`src/rtl/seq_det_pkg.sv`:
```
// seq_det_pkg: shared defaults, FSM state type and reset configuration
package seq_det_pkg;
    localparam int DATA_W_DEF  = 8;
    localparam int PAT_MAX_DEF = 8;
    typedef enum logic {IDLE, SHIFT} state_t;
    localparam logic [7:0] RST_PATTERN = 8'b0000_0111;
    localparam logic [2:0] RST_LEN     = 3'd2;
    localparam logic       RST_OVERLAP = 1'b1;
endpackage

```
`src/rtl/seq_match_core.sv`:
```
// seq_match_core: bit history, seen counter, pattern compare and detected pulse
// Optional match counter under macro SEQ_DET_MATCH_CNT_EN.
module seq_match_core
    import seq_det_pkg::*;
#(
    parameter int PAT_MAX = PAT_MAX_DEF
) (
    input  logic               clk,
    input  logic               reset,
    input  logic               clr,
    input  logic               bit_vld,
    input  logic               bit_in,
    input  logic [PAT_MAX-1:0] pattern,
    input  logic [2:0]         len,
    input  logic               overlap,
    output logic               detected
`ifdef SEQ_DET_MATCH_CNT_EN
    ,
    output logic [7:0]         match_cnt
`endif
);
    localparam int SW = $clog2(PAT_MAX + 1);
    logic [PAT_MAX-1:0] hist_q, hist_d, mask;
    logic [SW-1:0]      seen_q, seen_d, seen_inc;
    logic               det_q, det_d, match;
    // compare against the history as it will be after this bit enters
    always_comb begin
        hist_d   = clr ? '0 : bit_vld ? {hist_q[PAT_MAX-2:0], bit_in} : hist_q;
        for (int i = 0; i < PAT_MAX; i++) mask[i] = i <= int'(len);
        seen_inc = (seen_q == SW'(PAT_MAX)) ? seen_q : seen_q + SW'(1);
        match    = bit_vld && (seen_inc >= SW'(len) + SW'(1)) && (((hist_d ^ pattern) & mask) == '0);
        seen_d   = clr ? '0 : !bit_vld ? seen_q : (match && !overlap) ? '0 : seen_inc;
        det_d    = match;
    end
    // history, seen and detected registers
    always_ff @(posedge clk or negedge reset) begin
        if (!reset) begin
            hist_q <= '0;
            seen_q <= '0;
            det_q  <= 1'b0;
        end else begin
            hist_q <= hist_d;
            seen_q <= seen_d;
            det_q  <= det_d;
        end
    end
    assign detected = det_q;
`ifdef SEQ_DET_MATCH_CNT_EN
    logic [7:0] cnt_q, cnt_d;
    // saturating count of matches, cleared on configuration write
    always_comb begin
        cnt_d = clr ? 8'd0 : (det_d && cnt_q != 8'hFF) ? cnt_q + 8'd1 : cnt_q;
    end
    // match counter register
    always_ff @(posedge clk or negedge reset) begin
        if (!reset) cnt_q <= 8'd0;
        else        cnt_q <= cnt_d;
    end
    assign match_cnt = cnt_q;
`endif
endmodule

```
`src/rtl/seq_det_ctrl.sv`:
```
// seq_det_ctrl: word handshake, MSB-first serializer and config registers for a sequence detector
// Optional match counter under macro SEQ_DET_MATCH_CNT_EN.
module seq_det_ctrl
    import seq_det_pkg::*;
#(
    parameter int DATA_W  = DATA_W_DEF,
    parameter int PAT_MAX = PAT_MAX_DEF
) (
    input  logic               clk,
    input  logic               reset,
    input  logic               cfg_we,
    input  logic [PAT_MAX-1:0] cfg_pattern,
    input  logic [2:0]         cfg_len,
    input  logic               cfg_overlap,
    input  logic               in_valid,
    input  logic [DATA_W-1:0]  in_data,
    output logic               in_ready,
    output logic               busy,
    output logic               detected
`ifdef SEQ_DET_MATCH_CNT_EN
    ,
    output logic [7:0]         match_cnt
`endif
);
    localparam int IW = $clog2(DATA_W);
    state_t             state_q, state_d;
    logic [DATA_W-1:0]  sr_q, sr_d;
    logic [IW-1:0]      idx_q, idx_d;
    logic [PAT_MAX-1:0] pat_q, pat_d;
    logic [2:0]         len_q, len_d;
    logic               ovl_q, ovl_d;
    logic               last, accept, cfg_upd;
    // handshake and next state; the last-bit cycle accepts a new word so words run back to back
    always_comb begin
        busy     = state_q == SHIFT;
        last     = idx_q == IW'(DATA_W - 1);
        in_ready = busy ? last : !cfg_we;
        accept   = in_valid && in_ready;
        cfg_upd  = cfg_we && !busy;
        state_d  = accept ? SHIFT : (busy && last) ? IDLE : state_q;
        sr_d     = accept ? in_data : busy ? {sr_q[DATA_W-2:0], 1'b0} : sr_q;
        idx_d    = accept ? '0 : busy ? idx_q + IW'(1) : idx_q;
        pat_d    = cfg_upd ? cfg_pattern : pat_q;
        len_d    = cfg_upd ? cfg_len : len_q;
        ovl_d    = cfg_upd ? cfg_overlap : ovl_q;
    end
    // FSM, shifter and configuration registers; reset restores the "111" detector
    always_ff @(posedge clk or negedge reset) begin
        if (!reset) begin
            state_q <= IDLE;
            sr_q    <= '0;
            idx_q   <= '0;
            pat_q   <= PAT_MAX'(RST_PATTERN);
            len_q   <= RST_LEN;
            ovl_q   <= RST_OVERLAP;
        end else begin
            state_q <= state_d;
            sr_q    <= sr_d;
            idx_q   <= idx_d;
            pat_q   <= pat_d;
            len_q   <= len_d;
            ovl_q   <= ovl_d;
        end
    end
    seq_match_core #(.PAT_MAX(PAT_MAX)) u_core (
        .clk      (clk),
        .reset    (reset),
        .clr      (cfg_upd),
        .bit_vld  (busy),
        .bit_in   (sr_q[DATA_W-1]),
        .pattern  (pat_q),
        .len      (len_q),
        .overlap  (ovl_q),
        .detected (detected)
`ifdef SEQ_DET_MATCH_CNT_EN
        ,
        .match_cnt(match_cnt)
`endif
    );
endmodule

```
`config.mk`:
```
export PLATFORM = sky130hd
export DESIGN_NAME = seq_det_ctrl
export DESIGN_NICKNAME = d
export VERILOG_FILES = /design/src/rtl/seq_det_pkg.sv /design/src/rtl/seq_match_core.sv /design/src/rtl/seq_det_ctrl.sv
export SDC_FILE = /design/constraint.sdc
export NUM_CORES = 1
export LEC_CHECK = 0
export CAP_MARGIN = 20
export CORE_UTILIZATION = 45
export CTS_BUF_LIST = sky130_fd_sc_hd__clkbuf_8
export DETAILED_ROUTE_END_ITERATION = 8
export PLACE_DENSITY = 0.67
export SETUP_SLACK_MARGIN = 0.2
export SLEW_MARGIN = 20
export SYNTH_ARGS = -nofsm -noshare
export SYNTH_HDL_FRONTEND = slang
export SYNTH_SLANG_ARGS = --single-unit
```
`constraint.sdc`:
```
create_clock -name clk -period 5.7 [get_ports clk]
set_input_delay 0.57 -clock clk [delete_from_list [all_inputs] [get_ports clk]]
set_output_delay 0.57 -clock clk [all_outputs]
set_load 0.005 [all_outputs]
```
==> results of run 1 <==
==> metal layers <==
layer	wire length, um	vias to the layer above
met5	0	-
met4	63	0
met3	183	7
met2	1960	38
met1	1800	701
li1	-	718
==> cell usage in the layout (no fill, tap or decap), drive strengths merged, types with 3 or more instances in the layout <==
cell type	n
xnor2	7
dfrtp	32
o21ai	16
a21oi	8
nor2	10
mux2i	9
nand2	20
dfstp	5
mux2	9
and2	3
clkbuf	5
nand3	4
inv	16
nand3b	4
clkdlybuf4s50	26
nor3	6
nor3b	6
buf	3
nand2b	4
ha	12
==> state kept, by name, indices dropped and copies added (netlist names) <==
name,count
idx_q,3
u_core.seen_q,4
u_core.detected,1
busy,1
len_q,3
ovl_q,1
sr_q,8
pat_q,8
u_core.hist_q,8
==> per-stage QoR <==
step	power, W	setup slack [ns]	cell area (um^2)	cells	util, %
floorplan	0.000929	3.45	2010	194	-
global placement	0.00105	2.88	2290	264	55.3
detailed placement	0.00109	2.83	2290	264	55.3
CTS	0.00127	2.80	2370	272	57.3
global route	0.00136	2.64	2370	272	57.3
finish	0.00126	2.82	2370	272	57.3
==> kinds of logic (layout without fill, tap and decap cells) <==
logic type,after synthesis,in the layout,share of synthesized area [%]
adders and majority gates,12,12,7.49
buffers and inverters,23,51,5.55
AOI/OAI and AO/OA,33,33,10.7
and+or+nand+nor,63,63,16.8
xor gates and xnor gates,8,8,3.49
muxes,18,18,9.54
DFF,37,37,46.5
==> power by group through the flow <==
stage                     sequential (W)  clock, W  combinational, W
after floorplan                 0.000461         0          0.000467
after global placement          0.000497         0          0.000550
after detailed placement        0.000507         0          0.000585
after CTS                       0.000502  0.000179          0.000590
after global routing            0.000518  0.000188          0.000655
final                           0.000501  0.000172          0.000584
==> worst max path at each step <==
| stage | start | endpoint | slack (ns) | depth (start not counted) |
|---|---|---|---|---|
| floorplan | u_core.seen_q[0] | u_core.seen_q[0] | 3.45 | 12 |
| global placement | cfg_we | in_ready | 2.88 | 4 |
| detailed placement | cfg_we | in_ready | 2.83 | 4 |
| CTS | busy | in_ready | 2.80 | 4 |
| global route | busy | in_ready | 2.64 | 4 |
| finish | busy | in_ready | 2.82 | 4 |
==> tightest hold or removal path: stages, from the launching register on <==
cell and delay, ns:
dfrtp_1 0.36, nand3_1 0.08, nand2_1 0.06
==> cell type report <==
type / instances / area (um^2) / area share (%)
Clock buffer: 5 / 68.8 / 2.90
Clock inverter: 3 / 12.5 / 0.527
Inverter: 14 / 52.6 / 2.21
Multi-Input combinational cell: 134 / 962 / 40.5
Sequential cell: 37 / 932 / 39.3
Tap cell: 50 / 62.6 / 2.64
Timing Repair Buffer: 29 / 283 / 11.9
==> run_results.csv, run 1 <==
group,metric,value,unit
clocking,cts_tree,"done",
sta,period_minus_slack,2.88,ns
cells_and_area,n_fill_cell,367,
worst_hold_path,min-delay-path-class,"flop to flop",
sta,slew_headroom,52.6,%
clocking,root_buffer,"clkbuf_8",
synth,synth_enable_flop_cells,0,
clocking,clk_pin_slew,0.07,ns
clocking,postCtsSetupBuffers,0,
setup_path,crit_family,"buffers and inverters",
setup_path,required,5.13,ns
synth,yosys-top-cells-area,"dfrtp_1, ha_1, dfstp_2",
power_and_ir_drop,comb_power_share,46.5,%
placed_design,io_buffers,26,
global_route,met3_usage,4.93,%
clocking,clkLatencyLatePin,0.29,ns
route,drt_wl_total,4000,um
synth,ys.flop_type,"dfrtp_1",
floorplanning,pin_count,27,
synth,synth_area,2010,um^2
setup_path,regToRegEndpoint,"u_core.seen_q[0]",
cells_and_area,drive_gt1_share,13.1,%
setup_path,worst_ep_arrival_time,2.31,ns
power_and_ir_drop,power_frac_clock,13.7,%
power_and_ir_drop,p_int,0.000767,W
power_and_ir_drop,ir_drop,0.286,mV
status,status,"finished clean",
setup_path,cp_slowest_stage_delay,0.80,ns
global_route,busiest_layer,"met2",
power_and_ir_drop,sw_frac_of_total,39.0,%
route,firstDrtPassIters,4,
worst_hold_path,min_delay_path_depth,2,
route,dr_total_vias,1464,
sta,finalSetupTns,0,ns
synth,syn_nets,230,
setup_path,reg2reg_depth,7,
sta,finalSetupViolations,0,
route,drt-initial-drc-count,64,
worst_hold_path,min_to,"sr_q[0]",
setup_path,r2r-start,"busy",
global_route,grt_max_degree,38,
global_route,grt_util_met2,31.4,%
sta,worst_pin_slew,0.711,ns
setup_path,path_buf_inv,2,
setup_path,cpMaxStageDelayCell,"dfrtp_1",
synth,yosysMostFrequentCell,"dfrtp_1",
sta,whs,0.521,ns
clocking,clock_sinks,37,
route,drc,0,
sta,timing.fmax,347,MHz
setup_path,r2r_setup_slack,3.07,ns
clocking,clockBufferDepth,2,
power_and_ir_drop,leakage,1.07,nW
job,drv_cap,0,
cells_and_area,area_delta_synth_final,18.3,%
synth,yosysTopAreaCellShare,39.9,%
sta,finalMaxSlewViolations,0,
global_route,grt_pass1_wl,6330,um
cells_and_area,final_nets,257,
clocking,hold_buffers,0,
floorplanning,row_count,23,
global_route,grt_pass1_vias,1397,
setup_path,critPathCaptureType,"primary output",
floorplanning,core_region_area,4140,um^2
clocking,cts_buffers,5,
global_route,met1_usage,23.8,%
sta,fin_crit_sh,50.6,%
setup_path,crit_type,"flop to primary output",
synth,syn_avg_cell_area,10.3,um^2
power_and_ir_drop,seqPwrFrac,39.9,%
route,via_per_inst,5.38,
sta,timing.final.hold_violations,0,
global_route,grt_remaining_overflow,0,
floorplanning,die_x,68.8,um
synth,synthArstFlopShare,100,%
synth,postSynthCellCount,194,
global_route,grt_util_all_layers,18.9,%
placed_design,dp_hpwl,2990,um
worst_hold_path,min-delay-start,"sr_q[0]",
sta,finalClockSkew,0.00778,ns
sta,rsz0062_at_grt,"no",
synth,synth_cell_types,37,
route,detail-route-antenna-nets,0,
clocking,cts_resized,0,
floorplanning,die-area,4730,um^2
setup_path,worstSetupStartpointType,"flop",
power_and_ir_drop,p_switching,0.000490,W
floorplanning,chipHeight,68.8,um
route,post_drt_wl_per_cell,14.7,um
global_route,antenna_found_initial,0,
setup_path,cp_max_fo,24,
floorplanning,initial_core_util,48.4,%
placed_design,gp_congestion,0.828,
synth,ys_warn_count,0,
setup_path,path_cells,"buf_4 -> nor2b_1 -> a21oi_1 -> clkdlybuf4s50_1",
synth,synth_seq_cells,37,
power_and_ir_drop,powerDensity,530,nW/um^2
synth,synthTopCellsByCount,"dfrtp_1, nand2_1, o21ai_0",
cells_and_area,n_antenna_cell,0,
synth,yosysSeqAreaShare,46.5,%
synth,yosysTopAreaCell,"dfrtp_1",
clocking,htreeDepth,2,
Power figures use the tool's default switching activity.
==> run 2: changes to the inputs <==
==> constraint.sdc (replaced) <==
create_clock -name clk -period 2.9 [get_ports clk]
set_input_delay 0.29 -clock clk [delete_from_list [all_inputs] [get_ports clk]]
set_output_delay 0.29 -clock clk [all_outputs]
set_load 0.005 [all_outputs]
==> run 2 against run 1 <==
Register-to-register slack got worse by 2.7 ns; highest routed layer unchanged; clock power rose by 98%; wire length rose by 5.0%; sequential share of layout area fell by 0.73 points; count of clock-buffer cells in the layout did not move.
==> run_results.csv, run 2 (same netlist as run 1, synthesis figures left out) <==
group,metric,value,unit
floorplanning,core_region_area,4140,um^2
clocking,postCtsSetupBuffers,0,
sta,timing.fmax,394,MHz
sta,finalClockSkew,0.00256,ns
setup_path,cp_slowest_stage_delay,0.39,ns
global_route,grt_util_met2,33.1,%
sta,finalSetupViolations,0,
placed_design,gp_congestion,0.897,
floorplanning,row_count,23,
clocking,cts_tree,"done",
global_route,grt_util_all_layers,20.8,%
clocking,cts_buffers,5,
setup_path,path_buf_inv,1,
global_route,busiest_layer,"met2",
job,drv_cap,0,
sta,period_minus_slack,2.54,ns
sta,fin_crit_sh,87.4,%
sta,finalMaxSlewViolations,0,
setup_path,crit_family,"compound AO/OA/AOI/OAI gates",
route,dr_total_vias,1480,
cells_and_area,final_nets,257,
power_and_ir_drop,powerDensity,1090,nW/um^2
clocking,hold_buffers,0,
status,status,"finished clean",
floorplanning,die-area,4730,um^2
setup_path,regToRegEndpoint,"u_core.seen_q[0]",
sta,whs,0.415,ns
setup_path,crit_type,"flop to flop",
global_route,antenna_found_initial,0,
cells_and_area,n_fill_cell,380,
clocking,clk_pin_slew,0.07,ns
setup_path,cpMaxStageDelayCell,"dfrtp_1",
cells_and_area,drive_gt1_share,14.9,%
sta,slew_headroom,51.3,%
global_route,met1_usage,26.2,%
clocking,root_buffer,"clkbuf_8",
setup_path,reg2reg_depth,12,
floorplanning,initial_core_util,48.4,%
global_route,met3_usage,6.91,%
route,post_drt_wl_per_cell,15.5,um
floorplanning,pin_count,27,
cells_and_area,top_regs,"pat_q x8, sr_q x8, u_core.hist_q x8",
route,drt_wl_total,4210,um
sta,timing.final.hold_violations,0,
route,firstDrtPassIters,4,
floorplanning,die_x,68.8,um
placed_design,dp_hpwl,3030,um
global_route,grt_max_degree,38,
setup_path,required,3.13,ns
clocking,clkLatencyLatePin,0.29,ns
setup_path,cpMostUsedCell,"ha_1",
power_and_ir_drop,leakage,1.08,nW
global_route,grt_pass1_wl,6860,um
clocking,clock_sinks,37,
route,detail-route-antenna-nets,0,
cells_and_area,area_delta_synth_final,20.6,%
cells_and_area,layout_common_cells,"dfrtp_1, clkdlybuf4s50_1, nand2_1",
clocking,htreeDepth,2,
setup_path,crit_start,"u_core.seen_q[0]",
sta,worst_pin_slew,0.730,ns
global_route,grt_remaining_overflow,0,
setup_path,path_cells,"inv_1 -> ha_1 -> nand2_1 -> nor2_1 -> xnor2_1 -> ha_1 -> nand2b_1 -> a2111oi_4 -> nor3_2 -> o311ai_2 -> nor4_4 -> o21ba_1",
clocking,clockBufferDepth,2,
route,via_per_inst,5.44,
setup_path,cp_max_fo,4,
setup_path,worstSetupStartpointType,"flop",
floorplanning,chipHeight,68.8,um
power_and_ir_drop,ir_drop,0.586,mV
setup_path,critPathCaptureType,"flop",
setup_path,r2r_setup_slack,0.36,ns
global_route,grt_pass1_vias,1501,
setup_path,r2r-start,"u_core.seen_q[0]",
sta,rsz0062_at_grt,"no",
cells_and_area,mostFrequentLayoutCell,"dfrtp_1",
cells_and_area,n_antenna_cell,0,
route,drc,0,
placed_design,io_buffers,26,
route,drt-initial-drc-count,63,
setup_path,worst_ep_arrival_time,2.77,ns
worst_hold_path,min-delay-path-class,"input pin to async pin",
sta,finalSetupTns,0,ns
[run 2: stage by stage]
stage                     util [%]  instance area, um^2  std cells  worst slack [ns]  total power, W
after global placement        55.6                 2300        264             0.472         0.00208
after detailed placement      55.6                 2300        264             0.329         0.00216
after global routing          58.4                 2420        272             0.242         0.00286
after CTS                     57.6                 2390        272             0.232         0.00253
after floorplan                  -                 2010        194             0.645         0.00183
final                         58.4                 2420        272             0.364         0.00264
[run 2: power by group]
part / switching [W] / total (W) / internal, W
sequential: 0.000211 / 0.000991 / 0.000780
combinational: 0.000658 / 0.00130 / 0.000646
clock: 0.000179 / 0.000341 / 0.000163
[run 2: timing repair]
action,in CTS,in global routing
setup endpoints to repair,1,4
gates cloned,0,0
pin swaps,0,2
resized for setup,1,4
[run 2: worst max-delay path by stage]
stage                       end  slack, ns  cells after the start
6_report       u_core.seen_q[0]       0.36                     12
5_1_grt        u_core.seen_q[0]       0.24                     12
4_1_cts        u_core.seen_q[0]       0.23                     12
3_5_place_dp   u_core.seen_q[0]       0.33                     12
3_3_place_gp   u_core.seen_q[0]       0.47                     12
2_1_floorplan  u_core.seen_q[0]       0.65                     12
[run 2: routing by layer]
| layer | part of all wire (%) | vias up |
|---|---|---|
| met5 | 0 | - |
| met3 | 3.8 | 7 |
| met2 | 49 | 24 |
| met1 | 45 | 731 |
| li1 | - | 718 |
| met4 | 1.7 | 0 |
[run 2: cell type report]
cell class | count | area, um^2 | share of cell area [%]
inverters | 14 | 52.6 | 2.17
multi-input cells | 134 | 993 | 41.1
flip-flops and latches | 37 | 932 | 38.5
well taps | 50 | 62.6 | 2.59
clock inverters | 3 | 13.8 | 0.569
clock buffers | 5 | 68.8 | 2.85
repair buffers | 29 | 295 | 12.2
[run 2: worst register-to-register path: cells and delay by family (launching register included)]
| kind | cells | cell delay, ns |
|---|---|---|
| compound gates | 3 | 0.75 |
| buf+inv | 1 | 0.10 |
| flops | 1 | 0.39 |
| simple gates | 5 | 0.50 |
| fa+ha+maj | 2 | 0.49 |
| xor+xnor | 1 | 0.25 |
==> run 3: changes to the inputs <==
--- a/config.mk
+++ b/config.mk
@@ -5,13 +5,11 @@
 export SDC_FILE = /design/constraint.sdc
 export NUM_CORES = 1
 export LEC_CHECK = 0
-export CAP_MARGIN = 20
-export CORE_UTILIZATION = 45
+export CAP_MARGIN = 30
+export CORE_UTILIZATION = 26
 export CTS_BUF_LIST = sky130_fd_sc_hd__clkbuf_8
 export DETAILED_ROUTE_END_ITERATION = 8
-export PLACE_DENSITY = 0.67
 export SETUP_SLACK_MARGIN = 0.2
-export SLEW_MARGIN = 20
 export SYNTH_ARGS = -nofsm -noshare
 export SYNTH_HDL_FRONTEND = slang
 export SYNTH_SLANG_ARGS = --single-unit
==> run 3 against run 2 <==
Maximum frequency fell by 3.9%; critical endpoint unchanged; cell count increased by 18%; combinational power down 11%; register-to-register slack lost 0.10 ns; sequential share of layout area fell by 0.70 points; critical path type unchanged; design area up 1.9%; highest routed layer unchanged; first-iteration DRC count is 17% lower; clock skew grew 0.0028 ns.
==> run_results.csv, run 3 (same netlist as run 1, synthesis figures left out) <==
group,metric,value,unit
status,status,"finished clean",
setup_path,critPathCaptureType,"flop",
placed_design,dp_cells,312,
clocking,htreeDepth,2,
sta,timing.final.hold_violations,0,
cells_and_area,drive_gt1_share,14.0,%
floorplanning,row_count,31,
power_and_ir_drop,power_frac_clock,17.7,%
placed_design,dp_hpwl,2930,um
setup_path,worstSetupStartpointType,"flop",
setup_path,cp_max_fo,4,
power_and_ir_drop,comb_power_share,44.7,%
job,drv_cap,0,
setup_path,cp_slowest_stage_delay,0.57,ns
global_route,grt_max_degree,38,
setup_path,cpMostUsedCell,"ha_1",
clocking,cts_buffers,5,
setup_path,crit_start,"u_core.seen_q[0]",
global_route,grt_remaining_overflow,0,
global_route,grt_pass1_wl,6920,um
clocking,clkLatencyLatePin,0.29,ns
route,detail-route-antenna-nets,0,
power_and_ir_drop,powerDensity,1060,nW/um^2
setup_path,r2r_setup_slack,0.26,ns
power_and_ir_drop,leakage,1.08,nW
power_and_ir_drop,p_int,0.00163,W
floorplanning,core_region_area,7370,um^2
setup_path,regToRegEndpoint,"u_core.seen_q[0]",
cells_and_area,n_antenna_cell,0,
route,firstDrtPassIters,4,
setup_path,cpMaxStageDelayCell,"a2111oi_1",
floorplanning,chipHeight,89.8,um
cells_and_area,layout_common_cells,"dfrtp_1, clkdlybuf4s50_1, nand2_1",
cells_and_area,mostFrequentLayoutCell,"dfrtp_1",
placed_design,io_buffers,26,
setup_path,worst_ep_arrival_time,2.87,ns
route,dr_total_vias,1428,
placed_design,place_ws,0.402,ns
floorplanning,die_x,89.8,um
global_route,antenna_found_initial,0,
cells_and_area,instances_no_fill,320,
route,drt-initial-drc-count,52,
sta,slew_headroom,43.1,%
route,via_per_inst,4.46,
sta,finalMaxSlewViolations,0,
clocking,clk_pin_slew,0.08,ns
sta,timing.fmax,379,MHz
sta,finalSetupTns,0,ns
clocking,clockBufferDepth,2,
sta,setup_ws,0.260,ns
route,drt_wl_total,4100,um
sta,finalClockSkew,0.00532,ns
setup_path,required,3.13,ns
sta,whs,0.109,ns
sta,finalSetupViolations,0,
power_and_ir_drop,sw_frac_of_total,37.4,%
clocking,clock_sinks,37,
global_route,grt_util_all_layers,10.9,%
floorplanning,pin_count,27,
sta,rsz0062_at_grt,"no",
power_and_ir_drop,p_switching,0.000972,W
cells_and_area,top_regs,"pat_q x8, sr_q x8, u_core.hist_q x8",
global_route,grt_pass1_vias,1411,
setup_path,crit_type,"flop to flop",
setup_path,reg2reg_depth,12,
sta,fin_crit_sh,91.0,%
power_and_ir_drop,ir_drop,0.256,mV
floorplanning,initial_core_util,27.2,%
setup_path,r2r-start,"u_core.seen_q[0]",
route,drc,0,
clocking,postCtsSetupBuffers,0,
worst_hold_path,min-delay-path-class,"input pin to async pin",
cells_and_area,final_nets,256,
route,post_drt_wl_per_cell,12.8,um
power_and_ir_drop,seqPwrFrac,37.6,%
setup_path,endpoint,"u_core.seen_q[0]",
floorplanning,die-area,8070,um^2
clocking,cts_tree,"done",
placed_design,gp_congestion,0.817,
sta,worst_pin_slew,0.854,ns
sta,period_minus_slack,2.64,ns
clocking,root_buffer,"clkbuf_8",
cells_and_area,area_delta_synth_final,22.8,%
setup_path,path_cells,"inv_1 -> ha_1 -> nand2_1 -> nor2_1 -> xnor2_1 -> ha_1 -> nand2b_1 -> a2111oi_1 -> nor3_2 -> o311ai_1 -> nor4_4 -> o21ba_1",
run 3: routing by layer:
layer  track usage [%]  vias up  wire [um]  part of all wire [%]
met5                 0        -          0                     0
met4              3.69        0         41                   1.0
met3              3.30        4        132                   3.2
met2              17.2       18       1900                    46
met1              14.1      686       2020                    49
li1                  -      720          -                     -
run 3: stage by stage:
step                      utilization [%]  total power, W  instance area [um^2]
final                                33.4         0.00260                  2460
after global placement               31.8         0.00208                  2340
after global routing                 33.4         0.00282                  2460
after CTS                            33.3         0.00259                  2460
after floorplan                         -         0.00183                  2010
after detailed placement             31.8         0.00212                  2340
run 3: worst min path at each step:
stage	startpoint	to	cells after the start
CTS	reset	u_core.hist_q[7]	1
floorplan	reset	busy	0
global route	reset	pat_q[7]	1
finish	reset	pat_q[7]	1
global placement	reset	pat_q[7]	1
detailed placement	reset	u_core.hist_q[7]	1
run 3: area by class of cell:
| class | count | area (um^2) |
|---|---|---|
| clock buffer | 6 | 82.6 |
| timing repair buffer | 28 | 270 |
| inverter | 14 | 52.6 |
| sequential | 37 | 932 |
| multi-input combinational | 134 | 968 |
| tap | 99 | 124 |
| fill | 780 | 4910 |
| clock inverter | 2 | 33.8 |
run 3: critical path: cells and delay by family (launching register included):
| kind | cells | cell delay (ns) |
|---|---|---|
| AOI/OAI and AO/OA | 3 | 0.95 |
| buffers and inverters | 1 | 0.12 |
| and+or+nand+nor | 5 | 0.54 |
| DFF | 1 | 0.41 |
| xor gates and xnor gates | 1 | 0.16 |
| adders and majority gates | 2 | 0.41 |
run 3: timing repair:
item,CTS,global route
hold buffers,0,0
gates resized for setup,0,2
setup endpoints to repair,0,4
run 3: power groups by stage:
stage	sequential, W	clock [W]	combinational (W)
2_1_floorplan	0.000907	0	0.000919
4_1_cts	0.000980	0.000478	0.00113
3_3_place_gp	0.000982	0	0.00110
3_5_place_dp	0.000988	0	0.00113
6_report	0.000977	0.000459	0.00116
5_1_grt	0.00101	0.000497	0.00131
